## src/rtl/core_pkg.sv

```systemverilog
// Shared constants and types for the RV32I core pipeline.
// Control bundle carried between Decode and Execute, plus its bubble encoding.
package core_pkg;

  localparam int unsigned XLEN      = 32;
  localparam int unsigned REG_AW    = 5;
  localparam int unsigned ALUCTRL_W = 3;

  // Writeback result source select
  localparam logic [1:0] RES_ALU = 2'b00;
  localparam logic [1:0] RES_MEM = 2'b01;
  localparam logic [1:0] RES_PC4 = 2'b10;

  typedef struct packed {
    logic                 reg_write;
    logic [1:0]           result_src;
    logic                 mem_write;
    logic                 jump;
    logic                 branch;
    logic                 alu_src;
    logic [ALUCTRL_W-1:0] alu_control;
  } ctrl_de_t;

  localparam ctrl_de_t CTRL_NOP = '0;

  localparam int unsigned CTRL_W = $bits(ctrl_de_t);

  // True when the control bundle has an architecturally visible side effect.
  function automatic logic ctrl_has_effect(input ctrl_de_t c);
    return c.reg_write | c.mem_write | c.jump | c.branch;
  endfunction

endpackage

```

## src/rtl/pipe_field_reg.sv

```systemverilog
// Generic pipeline field register: async active-low clear, synchronous clear and enable.
// Synchronous clear has priority over enable so a flush wins over a stall.
module pipe_field_reg #(
  parameter int unsigned Width = 8
) (
  input  logic             clk_i,
  input  logic             rst_ni,
  input  logic             clr_i,
  input  logic             en_i,
  input  logic [Width-1:0] d_i,
  output logic [Width-1:0] q_o
);

  logic [Width-1:0] field_d;
  logic [Width-1:0] field_q;

  always_comb begin
    field_d = field_q;
    if (clr_i) begin
      field_d = '0;
    end else if (en_i) begin
      field_d = d_i;
    end
  end

  always_ff @(posedge clk_i or negedge rst_ni) begin
    if (!rst_ni) begin
      field_q <= '0;
    end else begin
      field_q <= field_d;
    end
  end

  assign q_o = field_q;

endmodule

```

## src/rtl/pipe_reg_de.sv

```systemverilog
// Decode-to-Execute pipeline register with flush, stall and per-entry valid bit.
// Optional BUBBLE_CNT_EN adds a saturating count of bubbles entering Execute.
module pipe_reg_de #(
  parameter int unsigned XLEN      = core_pkg::XLEN,
  parameter int unsigned REG_AW    = core_pkg::REG_AW,
  parameter int unsigned ALUCTRL_W = core_pkg::ALUCTRL_W
) (
  input  logic                 clk,
  input  logic                 rst_n,
  input  logic                 Flush_E,
  input  logic                 Stall_E,
  input  logic                 Valid_D,
  input  logic [XLEN-1:0]      RD1_D,
  input  logic [XLEN-1:0]      RD2_D,
  input  logic [REG_AW-1:0]    Rs1_D,
  input  logic [REG_AW-1:0]    Rs2_D,
  input  logic [REG_AW-1:0]    Rd_D,
  input  logic [XLEN-1:0]      ImmExt_D,
  input  logic [XLEN-1:0]      PC_D,
  input  logic [XLEN-1:0]      PCPlus4_D,
  input  logic                 RegWrite_D,
  input  logic [1:0]           ResultSrc_D,
  input  logic                 MemWrite_D,
  input  logic                 Jump_D,
  input  logic                 Branch_D,
  input  logic                 ALUSrc_D,
  input  logic [ALUCTRL_W-1:0] ALUControl_D,
  output logic                 Valid_E,
  output logic [XLEN-1:0]      RD1_E,
  output logic [XLEN-1:0]      RD2_E,
  output logic [REG_AW-1:0]    Rs1_E,
  output logic [REG_AW-1:0]    Rs2_E,
  output logic [REG_AW-1:0]    Rd_E,
  output logic [XLEN-1:0]      ImmExt_E,
  output logic [XLEN-1:0]      PC_E,
  output logic [XLEN-1:0]      PCPlus4_E,
  output logic                 RegWrite_E,
  output logic [1:0]           ResultSrc_E,
  output logic                 MemWrite_E,
  output logic                 Jump_E,
  output logic                 Branch_E,
  output logic                 ALUSrc_E,
  output logic [ALUCTRL_W-1:0] ALUControl_E
`ifdef BUBBLE_CNT_EN
  ,
  output logic [31:0]          BubbleCount_E
`endif
);

  import core_pkg::*;

  localparam int unsigned DataW = 5 * XLEN;
  localparam int unsigned AddrW = 3 * REG_AW;

  logic     clr;
  logic     en;
  ctrl_de_t ctrl_d;
  ctrl_de_t ctrl_q;

  logic [DataW-1:0] data_d;
  logic [DataW-1:0] data_q;
  logic [AddrW-1:0] addr_d;
  logic [AddrW-1:0] addr_q;
  logic             valid_q;

  // A load of an invalid Decode entry is squashed exactly like a flush.
  assign clr = Flush_E | (~Stall_E & ~Valid_D);
  assign en  = ~Stall_E;

  assign data_d = {RD1_D, RD2_D, ImmExt_D, PC_D, PCPlus4_D};
  assign addr_d = {Rs1_D, Rs2_D, Rd_D};

  always_comb begin
    ctrl_d             = CTRL_NOP;
    ctrl_d.reg_write   = RegWrite_D;
    ctrl_d.result_src  = ResultSrc_D;
    ctrl_d.mem_write   = MemWrite_D;
    ctrl_d.jump        = Jump_D;
    ctrl_d.branch      = Branch_D;
    ctrl_d.alu_src     = ALUSrc_D;
    ctrl_d.alu_control = ALUControl_D;
  end

  pipe_field_reg #(
    .Width (DataW)
  ) u_data_reg (
    .clk_i  (clk),
    .rst_ni (rst_n),
    .clr_i  (clr),
    .en_i   (en),
    .d_i    (data_d),
    .q_o    (data_q)
  );

  pipe_field_reg #(
    .Width (AddrW)
  ) u_addr_reg (
    .clk_i  (clk),
    .rst_ni (rst_n),
    .clr_i  (clr),
    .en_i   (en),
    .d_i    (addr_d),
    .q_o    (addr_q)
  );

  pipe_field_reg #(
    .Width (CTRL_W)
  ) u_ctrl_reg (
    .clk_i  (clk),
    .rst_ni (rst_n),
    .clr_i  (clr),
    .en_i   (en),
    .d_i    (ctrl_d),
    .q_o    (ctrl_q)
  );

  pipe_field_reg #(
    .Width (1)
  ) u_valid_reg (
    .clk_i  (clk),
    .rst_ni (rst_n),
    .clr_i  (clr),
    .en_i   (en),
    .d_i    (Valid_D),
    .q_o    (valid_q)
  );

  assign {RD1_E, RD2_E, ImmExt_E, PC_E, PCPlus4_E} = data_q;
  assign {Rs1_E, Rs2_E, Rd_E}                      = addr_q;

  assign Valid_E      = valid_q;
  assign RegWrite_E   = ctrl_q.reg_write;
  assign ResultSrc_E  = ctrl_q.result_src;
  assign MemWrite_E   = ctrl_q.mem_write;
  assign Jump_E       = ctrl_q.jump;
  assign Branch_E     = ctrl_q.branch;
  assign ALUSrc_E     = ctrl_q.alu_src;
  assign ALUControl_E = ctrl_q.alu_control;

`ifdef BUBBLE_CNT_EN
  logic [31:0] bubble_cnt_d;
  logic [31:0] bubble_cnt_q;

  // Every clearing edge leaves Valid_E low; stalls never clear.
  always_comb begin
    bubble_cnt_d = bubble_cnt_q;
    if (clr && (bubble_cnt_q != 32'hFFFF_FFFF)) begin
      bubble_cnt_d = bubble_cnt_q + 32'd1;
    end
  end

  always_ff @(posedge clk or negedge rst_n) begin
    if (!rst_n) begin
      bubble_cnt_q <= '0;
    end else begin
      bubble_cnt_q <= bubble_cnt_d;
    end
  end

  assign BubbleCount_E = bubble_cnt_q;
`endif

endmodule

```

## config.mk

```make
export PLATFORM = sky130hd
export DESIGN_NAME = pipe_reg_de
export DESIGN_NICKNAME = d
export VERILOG_FILES = /design/src/rtl/core_pkg.sv /design/src/rtl/pipe_field_reg.sv /design/src/rtl/pipe_reg_de.sv
export SDC_FILE = /design/constraint.sdc
export NUM_CORES = 1
export LEC_CHECK = 0
export BUFFER_PORTS_ARGS = -buffer_cell sky130_fd_sc_hd__buf_2
export CAP_MARGIN = 10
export CORE_UTILIZATION = 25
export CTS_BUF_LIST = sky130_fd_sc_hd__clkbuf_8 sky130_fd_sc_hd__clkbuf_16
export DETAILED_ROUTE_END_ITERATION = 10
export HOLD_SLACK_MARGIN = 0.12
export PLACE_DENSITY = 0.46
export SYNTH_ARGS = -nofsm -noshare
export SYNTH_HDL_FRONTEND = slang
export SYNTH_SLANG_ARGS = --single-unit
```

## constraint.sdc

```tcl
create_clock -name clk -period 0.9 [get_ports clk]
set_input_delay 0.135 -clock clk [delete_from_list [all_inputs] [get_ports clk]]
set_output_delay 0.135 -clock clk [all_outputs]
set_load 0.02 [all_outputs]
```

# Yosys cells after proc, flatten, opt, wreduce, memory -nomap -nowiden
# Index checks and enable logic that the tools add are counted.
[classes]
eq_ne = 1
muxes = 8
bitwise = 4
[op_table]
columns = ["op", "count"]
rows = [
  ["160-bit two-way mux", 2],
  ["15-bit two-way mux", 2],
  ["10-bit two-way mux", 2],
  ["1-bit two-way mux", 2],
  ["2-bit by 1-bit inequality test with 1-bit output, second input constant", 1],
  ["1-bit NOT", 2],
  ["1-bit AND", 1],
  ["1-bit bitwise OR", 1],
]
[totals]
reg_bits = 186
input_bits = 190
word_cells = 17

# Longest topological paths before layout
# Gate-level depths: netlist (run 1).
[logic_depth]
word_depth = 4
depth_mapped = 5

# Cells and area by module
# Synthesis (run 1) repeated with hierarchy kept, for this count alone.
[unflattened]
hier_cells = 601
area_unflattened_um2 = 7563.5
[modules_own_cells]
columns = ["module", "n_inst", "cells_each", "area_per_inst_um2", "seq_area_each_um2"]
rows = [
  ["pipe_field_reg (u_data_reg)", 1, 516, 6493.7, 4003.8],
  ["pipe_field_reg (u_addr_reg)", 1, 48, 616.8, 375.4],
  ["pipe_field_reg (u_ctrl_reg)", 1, 32, 402.9, 250.2],
  ["pipe_field_reg (u_valid_reg)", 1, 3, 38.8, 25.0],
  ["pipe_reg_de", 1, 2, 11.3, 0.0],
]

# Least setup slack after synthesis (run 1)
# No wires, ideal clock.
[synth_path]
path_kind = "input-to-reg"
from = "input Flush_E"
to = "register u_data_reg.field_q[100], in the netlist u_data_reg.q_o[100]"
t_arrival_ns = 0.756
required_time_ns = 0.764
setup_slack_ns = 0.008
cell_stages = 4
path_cell_list = "buf_2 > buf_2 > clkbuf_1 > a21oi_1"
[synth_via]
elab_chain_len = 2
elab_cells_between_ends = 3
classes_between = "1 x eq/ne; 1 x mux; 1 x bitwise"
[synth_lines]
columns = ["item", "line_no", "source"]
rows = [
  ["start, declared", "pipe_reg_de.sv:10", "input logic Flush_E,"],
  ["1-bit bitwise OR (*)", "pipe_reg_de.sv:67", "assign clr = Flush_E | (~Stall_E & ~Valid_D);"],
  ["2-bit by 1-bit inequality test with 1-bit output (no line) / 160-bit two-way mux (equally long branches)", "-", ""],
  ["end signal, assigned", "pipe_field_reg.sv:30", "field_q <= field_d;"],
  ["end, declared", "pipe_field_reg.sv:15", "logic [Width-1:0] field_q;"],
]
# Every way passes the cells marked *; elsewhere a longest branch is shown, timed or not.
# A chain may end at the register's enable or synchronous reset.

# Worst setup path after layout (run 1)
[layout_path]
from = "register u_data_reg.field_q[112], in the netlist u_data_reg.q_o[112]"
to = "output RD2_E[16]"
[layout_rtl]
columns = ["item", "line_no", "source"]
rows = [
  ["end, declared", "pipe_reg_de.sv:30", "output logic [XLEN-1:0] RD2_E,"],
]
# No word-level cell between the ends.

==> results.toml, run 1 <==
[status]
status = "finished, violations left"
violations = "negative setup slack"

[global_routing]
antenna_found_initial = 0
grt.overflow.total = 0
grt_usage_pct = 17.4
grt_pass1_wl_microns = 45600
grt_max_degree = 89
grt_pass1_vias = 8372

[final_layout]
antenna_cells = 0
area_growth_pct = 83.7
fill_cells = 3014
drive_above_1_share_pct = 35.7
nets = 1635

[detailed_routing]
drtIter0Drc = 283
vias = 8333
postRouteAntennaNets = 0
wl_per_cell_microns = 15.5
viasPerCell = 4.41
dr.pass1.iters = 4
finalWirelength_microns = 29200
drc = 0

[setup_path]
critPathTopFamily = "flip-flops"
critPathMaxFanout = 2
critPathMaxStageDelay_ns = 0.41
crit_path_end_kind = "output pin"
worst-r2r-setup-slack_ns = 0.01
worstSetupPathType = "flip-flop to output pin"
start_kind = "flip-flop"
r2r_start = "u_addr_reg.q_o[8]$_DFFE_PN0P_"
cp.arrival_ns = 0.99
path_cells = "buf_6"
rr_worst_depth = 4
reg2reg_to = "u_addr_reg.q_o[8]$_DFFE_PN0P_"
critPathSlowestCell = "dfrtp_1"
worst-endpoint-required_ns = 0.76
crit_buf_inv = 1

[timing]
tightest_slew_ns = 0.335
drv_slew = 0
min_period_over_period_pct = 125
rsz0062_at_grt = "true"
clock_skew_ns = 0
period_needed_ns = 1.12
timing.fmax_mhz = 890
setup_viol_count_final = 186
hold_viol = 0
setup_ws_ns = -0.224
slew-limit-headroom_pct = 77.7

[floorplan]
core_area_sq_mm = 0.0318
die_height_microns = 182
die_w_microns = 182
die_area_sq_mm = 0.0332
fp-row-count = 65
initial_core_util_pct = 25.5
pin_count = 376

[flow_run]
drv_cap = 0

[yosys]
yosysSeqAreaShare_pct = 57.3
yosysTopAreaCell = "dfrtp_1"
syn_area_sq_mm = 0.00812
syn-mean-instance-area_sq_um = 9.83
ys_ff_latch = 186
ys_types = 10
synth_top_area_share_pct = 57.3
synthTopCellsByArea = "dfrtp_1 (57%), nand3b_1 (17%), a21oi_1 (11%)"
yosysWarningCount = 0
synth_fp_nets = 1016
syn_inst = 826

[placement]
port_buffers = 375
dp_hpwl_microns = 18500
place_congestion = 0.745
place_ws_ns = -0.138

[pwr]
total_power_mw = 19.8
power-per-cell-area_mw_per_mm2 = 1330
vdd_drop_max_v = 0.00115
leakage_nw = 6.85

[clock_tree]
clock_latency_ns = 0.43
clk_pin_slew_ns = 0.07
clockRootBuffer = "clkbuf_16"
clock-sinks = 186
clockBufferDepth = 2
numCtsBuffers = 17
htree_levels = 4
cts_tree = "built"

[hold_path]
hold_path_class = "primary input to flip-flop"
min_from = "Valid_D"
hold_depth = 4
holdPathEnd = "u_ctrl_reg.q_o[9]$_DFFE_PN0P_"
## cell families after synthesis
family                 share of synthesized area [%]
and+or+nand+nor                                 25.7
muxes                                          0.123
buffers and inverters                           5.47
AOI/OAI and AO/OA                               11.4
DFF                                             57.3
## how the worst max path moves through the flow
stage	from	end	slack [ns]	depth (start not counted)
global route	u_data_reg.q_o[100]$_DFFE_PN0P_	RD2_E[4]	-0.27	1
floorplan	Flush_E	u_data_reg.q_o[100]$_DFFE_PN0P_	0.008	4
CTS	u_data_reg.q_o[100]$_DFFE_PN0P_	RD2_E[4]	-0.27	1
detailed placement	Stall_E	u_data_reg.q_o[66]$_DFFE_PN0P_	-0.14	5
global placement	Stall_E	u_data_reg.q_o[57]$_DFFE_PN0P_	-0.12	5
finish	u_data_reg.q_o[112]$_DFFE_PN0P_	RD2_E[16]	-0.22	1
## tightest hold or removal path, cell delays in order
cell and delay [ns]:
buf_6 0.11, buf_12 0.15, nand3b_1 0.08, a21oi_1 0.06
## final cells by class
cell class	count	area [sq um]	area share (%)
Clock buffer	20	467	3.13
Clock inverter	10	57.6	0.386
Multi-Input combinational cell	557	3030	20.3
Sequential cell	186	4650	31.2
Tap cell	435	544	3.65
Timing Repair Buffer	683	6170	41.4
## layer usage
metal  routed length, microns  vias to the layer above  global-route usage [%]
met5                        0                        -                       0
met4                      824                        0                    7.36
met3                     1360                       44                    4.13
li1                         -                     4036                       -
met1                    12300                     4008                    20.8
met2                    14800                      245                    29.8
## cells in the mapped netlist
| library cell | number |
|---|---|
| nand2_1 | 185 |
| buf_2 | 25 |
| nor2_1 | 1 |
| nand3b_1 | 185 |
| clkbuf_1 | 34 |
| a21oi_1 | 185 |
| buf_4 | 21 |
| mux2i_1 | 1 |
| dfrtp_1 | 186 |
| buf_6 | 3 |
## where the power goes
part | internal [mW] | switching [mW] | total (mW)
logic | 2.16 | 1.78 | 3.95
clock network | 3.68 | 3.26 | 6.94
registers | 8.66 | 0.230 | 8.89
## metrics by stage
step | utilization (%) | cells | hold slack (ns) | TNS [ns] | area, sq um
after global routing | 46.9 | 1891 | 0.128 | -46.00 | 14900
after detailed placement | 33.9 | 1600 | 0.0442 | -11.37 | 10800
after floorplan | - | 826 | -0.161 | 0 | 8120
after CTS | 45.9 | 1848 | 0.123 | -44.89 | 14600
final | 46.9 | 1891 | 0.134 | -37.33 | 14900
after global placement | 33.9 | 1600 | 0.0373 | -9.81 | 10800
## what timing repair did
item                       4_1_cts  5_1_grt
hold endpoints to repair       371        1
setup endpoints to repair      186      192
resized for setup              372        1
hold buffers                   191        1
buffers inserted                27       44
cloned                           0        0
pin swaps                        0        0
## registers in the layout, indices dropped and copies added, names as in the netlist
name	count
u_ctrl_reg.q_o	10
u_valid_reg.q_o	1
u_data_reg.q_o	160
u_addr_reg.q_o	15
## cells in the final DEF, fill, tap and decap left out, drive strengths merged, types with 2 or more instances in the layout
master / instances
a21oi: 185
buf: 491
clkbuf: 22
clkinv: 4
clkinvlp: 2
dfrtp: 186
dlygate4sd3: 190
inv: 4
nand2: 185
nand3b: 185
(Power assumes the default switching activity.)
==> run 2, diff against run 1 <==
--- a/config.mk
+++ b/config.mk
@@ -8,7 +8,7 @@
 export BUFFER_PORTS_ARGS = -buffer_cell sky130_fd_sc_hd__buf_2
 export CAP_MARGIN = 10
 export CORE_UTILIZATION = 25
-export CTS_BUF_LIST = sky130_fd_sc_hd__clkbuf_8 sky130_fd_sc_hd__clkbuf_16
+export CTS_BUF_LIST = sky130_fd_sc_hd__clkbuf_8
 export DETAILED_ROUTE_END_ITERATION = 10
 export HOLD_SLACK_MARGIN = 0.12
 export PLACE_DENSITY = 0.46
==> run 2 against run 1 <==
Against the previous run: the flow still finishes with violations (negative setup slack); maximum frequency shrank 4.4%; largest cell class unchanged; largest power group unchanged; clock power fell by 27%; flip-flop and latch count unchanged; final cell count is 0.37% higher; critical path type unchanged; combinational power increased by 3%; routed wire length rose by 3.5%.
==> results.toml, run 2 (synthesized netlist as in run 1, its figures left out) <==
[setup_path]
critPathTopFamily = "flip-flops"
critPathMaxFanout = 2
worst-r2r-setup-slack_ns = 0.02
crit_cells = 1
rr_worst_depth = 4
r2r_start = "u_addr_reg.q_o[8]$_DFFE_PN0P_"
reg2reg_to = "u_addr_reg.q_o[8]$_DFFE_PN0P_"
cp.arrival_ns = 1.04
critPathSlowestCell = "dfrtp_1"
critPathLaunch = "u_data_reg.q_o[112]$_DFFE_PN0P_"
critPathMaxStageDelay_ns = 0.42
worstSetupEndpoint = "RD2_E[16]"
path_cells = "buf_6"
start_kind = "flip-flop"
worst-endpoint-required_ns = 0.76
crit_buf_inv = 1
crit_path_end_kind = "output pin"
worstSetupPathType = "flip-flop to output pin"

[detailed_routing]
viasPerCell = 4.42
finalWirelength_microns = 30300
dr.pass1.iters = 6
postRouteAntennaNets = 0
drc = 0
vias = 8381
drtIter0Drc = 319
wl_per_cell_microns = 15.9

[timing]
drv_slew = 0
hold_viol = 0
setup_viol_count_final = 218
period_needed_ns = 1.18
timing.fmax_mhz = 851
slew-limit-headroom_pct = 79.2
tightest_slew_ns = 0.312
clock_skew_ns = 0
min_period_over_period_pct = 131
whs_ns = 0.107
setup_ws_ns = -0.276
rsz0062_at_grt = "true"

[final_layout]
nets = 1641
layout.cells.most_common = "buf_6"
area_growth_pct = 83.3
drive_above_1_share_pct = 35.8
fill_cells = 3013
final_cell_mix = "buf_6 (191), dlygate4sd3_1 (190), dfrtp_1 (186)"
largest_reg_flops = 160
finalNonFillerCells = 1898

[clock_tree]
clockBufferDepth = 2
clockRootBuffer = "clkbuf_8"
clock-sinks = 186
clock_latency_ns = 0.46
cts_tree = "built"
htree_levels = 4
numCtsBuffers = 17
clk_pin_slew_ns = 0.10

[floorplan]
die_area_sq_mm = 0.0332
die_w_microns = 182
pin_count = 376
core_area_sq_mm = 0.0318
initial_core_util_pct = 25.5
fp-row-count = 65
die_height_microns = 182

[pwr]
vdd_drop_max_v = 0.000717
total_power_mw = 18.0
switching_share_pct = 28.2
internal_power_mw = 12.9
comb_power_share_pct = 22.5
clockPowerShare_pct = 28.3
power-per-cell-area_mw_per_mm2 = 1210
leakage_nw = 6.85
p_switching_mw = 5.09
power_frac_seq_pct = 49.3

[placement]
port_buffers = 375
dp_hpwl_microns = 18500
dp_cells = 1600
place_congestion = 0.745

[global_routing]
grt_pass1_wl_microns = 45400
grt.overflow.total = 0
grt_pass1_vias = 8386
grt_max_degree = 89
antenna_found_initial = 0
grt_usage_pct = 17.3

[hold_path]
hold_path_class = "primary input to asynchronous set/reset pin"

[flow_run]
drv_cap = 0

[status]
violations = "negative setup slack"
status = "finished, violations left"
[run 2: changes by cell type in the layout (fill, tap and decap cells not counted), sizes merged]
cell,change
dlymetal6s2s,+1
diode,+1
clkbuf,+4
buf,+1
[run 2: timing repair]
| item | 4_1_cts | 5_1_grt |
|---|---|---|
| buffers inserted | 27 | 45 |
| endpoints found under the hold margin | 371 | 15 |
| hold buffers | 191 | 1 |
| gates cloned | 0 | 4 |
| endpoints found under the setup margin | 186 | 311 |
| resized for setup | 372 | 10 |
[run 2: area by class of cell]
type | instances | area [sq um] | share of cell area (%)
antenna | 1 | 2.50 | 0.0168
clock inverter | 10 | 57.6 | 0.387
sequential | 186 | 4650 | 31.3
tap | 435 | 544 | 3.66
timing repair buffer | 689 | 6330 | 42.5
clock buffer | 20 | 275 | 1.85
multi-input combinational | 557 | 3020 | 20.3
[run 2: power by group through the flow]
| stage | Clock, mW | Sequential (mW) | Combinational, mW |
|---|---|---|---|
| 6_report | 5.10 | 8.88 | 4.05 |
| 5_1_grt | 5.69 | 8.92 | 4.36 |
| 4_1_cts | 5.39 | 8.88 | 3.87 |
| 3_5_place_dp | 0 | 8.97 | 2.78 |
| 3_3_place_gp | 0 | 8.97 | 2.77 |
| 2_1_floorplan | 0 | 9.35 | 0.966 |
[run 2: worst min path at each step]
stage | startpoint | to
after floorplan | rst_n | u_addr_reg.q_o[0]$_DFFE_PN0P_
after global placement | rst_n | u_data_reg.q_o[41]$_DFFE_PN0P_
after detailed placement | rst_n | u_data_reg.q_o[41]$_DFFE_PN0P_
after CTS | rst_n | u_data_reg.q_o[19]$_DFFE_PN0P_
after global routing | rst_n | u_data_reg.q_o[19]$_DFFE_PN0P_
final | rst_n | u_data_reg.q_o[19]$_DFFE_PN0P_
[run 2: routing by layer]
layer	up-vias	GRT usage, %	part of all wire [%]
met1	4039	20.4	42
met2	243	29.9	51
met5	-	0	0
met4	0	7.39	2.7
met3	49	4.35	4.8
li1	4050	-	-
[run 2: metrics by stage]
| step | setup TNS (ns) | setup WS (ns) | util, % | instance area (sq um) |
|---|---|---|---|---|
| CTS | -74.21 | -0.342 | 45.3 | 14400 |
| floorplan | 0 | 0.00802 | - | 8120 |
| global placement | -9.81 | -0.124 | 33.9 | 10800 |
| global route | -60.22 | -0.350 | 46.8 | 14900 |
| finish | -47.04 | -0.276 | 46.8 | 14900 |
| detailed placement | -11.37 | -0.138 | 33.9 | 10800 |
==> run 3, diff against run 2 <==
--- a/config.mk
+++ b/config.mk
@@ -12,6 +12,7 @@
 export DETAILED_ROUTE_END_ITERATION = 10
 export HOLD_SLACK_MARGIN = 0.12
 export PLACE_DENSITY = 0.46
+export RECOVER_POWER = 50
 export SYNTH_ARGS = -nofsm -noshare
 export SYNTH_HDL_FRONTEND = slang
 export SYNTH_SLANG_ARGS = --single-unit
==> run 3 against run 2 <==
Against the previous run: the run still ends with negative setup slack left; utilization about the same; critical path type unchanged; clock power is essentially flat; sequential power about the same.
==> results.toml, run 3 (synthesized netlist as in run 1, its figures left out) <==
[detailed_routing]
dr.pass1.iters = 6
highest_layer = "met4"
wl_met3_microns = 1460
wl_met2_microns = 15300
drtIter0Drc = 308
drc = 0
viasPerCell = 4.42
postRouteAntennaNets = 0
finalWirelength_microns = 30300
met1_length_microns = 12700
vias = 8385
wl_per_cell_microns = 15.9

[timing]
rsz0062_at_grt = "true"
period_needed_ns = 1.18
fin_setup_tns_ns = -49.24
drv_slew = 0
setup_viol_count_final = 290
min_period_over_period_pct = 131
slew-limit-headroom_pct = 50.5
tightest_slew_ns = 0.742
hold_viol = 0
setup_ws_ns = -0.276
clock_skew_ns = 0
timing.fmax_mhz = 851

[setup_path]
start_kind = "flip-flop"
worst-endpoint-required_ns = 0.76
critPathMaxStageDelay_ns = 0.42
cp.arrival_ns = 1.04
critPathMaxFanout = 2
path_cells = "buf_6"
crit_path_end_kind = "output pin"
critPathTopFamily = "flip-flops"
worstSetupPathType = "flip-flop to output pin"
critPathSlowestCell = "dfrtp_1"
crit_buf_inv = 1

[clock_tree]
numCtsBuffers = 17
htree_levels = 4
cts_tree = "built"
clock_latency_ns = 0.46
clockBufferDepth = 2
clock-sinks = 186
clockRootBuffer = "clkbuf_8"
clk_pin_slew_ns = 0.10

[placement]
dp_hpwl_microns = 18500
place_ws_ns = -0.138
port_buffers = 375
place_congestion = 0.745

[floorplan]
die_area_sq_mm = 0.0332
die_w_microns = 182
die_height_microns = 182
pin_count = 376
initial_core_util_pct = 25.5
core_area_sq_mm = 0.0318
fp-row-count = 65

[final_layout]
multi_input_area_sq_mm = 0.00302
fill_cells = 3015
largest_reg_flops = 160
nets = 1641
final_cell_mix = "buf_6 (191), dlygate4sd3_1 (190), dfrtp_1 (186)"
layout.cells.most_common = "buf_6"
regArea_sq_mm = 0.00465
drive_above_1_share_pct = 35.8
area_growth_pct = 83.2

[global_routing]
grt_pass1_wl_microns = 45400
grt_pass1_vias = 8386
grt.overflow.total = 0
grt_usage_pct = 17.3
antenna_found_initial = 0
grt_max_degree = 89

[pwr]
leakage_nw = 6.84
power-per-cell-area_mw_per_mm2 = 1210
vdd_drop_max_v = 0.000717

[hold_path]
hold_path_class = "primary input to flip-flop"

[status]
violations = "negative setup slack"
status = "finished, violations left"

[flow_run]
drv_cap = 0
run 3: cell counts in the layout (fill, tap and decap cells not counted):
No cell type changed its count.
run 3: metal layers:
metal | GRT usage [%] | up-vias
met4 | 7.39 | 0
met3 | 4.35 | 49
met5 | 0 | -
met2 | 29.9 | 245
li1 | - | 4050
met1 | 20.4 | 4041
run 3: layout make-up:
cell class	instances	share of cell area (%)
timing repair buffer	689	42.5
clock buffer	20	1.85
tap	435	3.66
antenna	1	0.0168
sequential	186	31.3
multi-input combinational	557	20.3
clock inverter	10	0.387
run 3: per-stage QoR:
stage               cell area [sq um]  instances  utilization [%]  hold WS (ns)  power, mW
floorplan                        8120        826                -        -0.161       10.3
global placement                10800       1600             33.9        0.0373       11.7
detailed placement              10800       1600             33.9        0.0442       11.7
CTS                             14400       1848             45.3        0.0594       18.1
global route                    14900       1897             46.8         0.144       19.0
finish                          14900       1898             46.8         0.145       18.0
run 3: path summary, 6_finish.rpt:
| path | start | to | slack, ns | depth (start not counted) |
|---|---|---|---|---|
| setup / recovery | u_data_reg.q_o[112]$_DFFE_PN0P_ | RD2_E[16] | -0.28 | 1 |
| hold / removal | Stall_E | u_data_reg.q_o[44]$_DFFE_PN0P_ | 0.14 | 4 |
| setup reg to reg | u_addr_reg.q_o[8]$_DFFE_PN0P_ | u_addr_reg.q_o[8]$_DFFE_PN0P_ | 0.02 | 4 |
| hold reg to reg | u_data_reg.q_o[38]$_DFFE_PN0P_ | u_data_reg.q_o[38]$_DFFE_PN0P_ | 0.55 | 2 |
| max in group asynchronous | rst_n | u_addr_reg.q_o[1]$_DFFE_PN0P_ | -0.04 | 3 |
| min in group asynchronous | rst_n | u_data_reg.q_o[19]$_DFFE_PN0P_ | 0.26 | 2 |
run 3: where the power goes:
part / internal, mW / switching (mW) / total [mW]
registers: 8.65 / 0.231 / 8.88
clock network: 2.06 / 3.04 / 5.10
logic: 2.22 / 1.82 / 4.05
run 3: repair_timing:
item                                   in CTS  in global routing
hold buffers                              191                  1
setup buffers                              27                 45
setup endpoints to repair                 186                311
gates resized for setup                   372                 10
cloned                                      0                  4
pin swaps                                   0                  0
endpoints found under the hold margin     371                 15
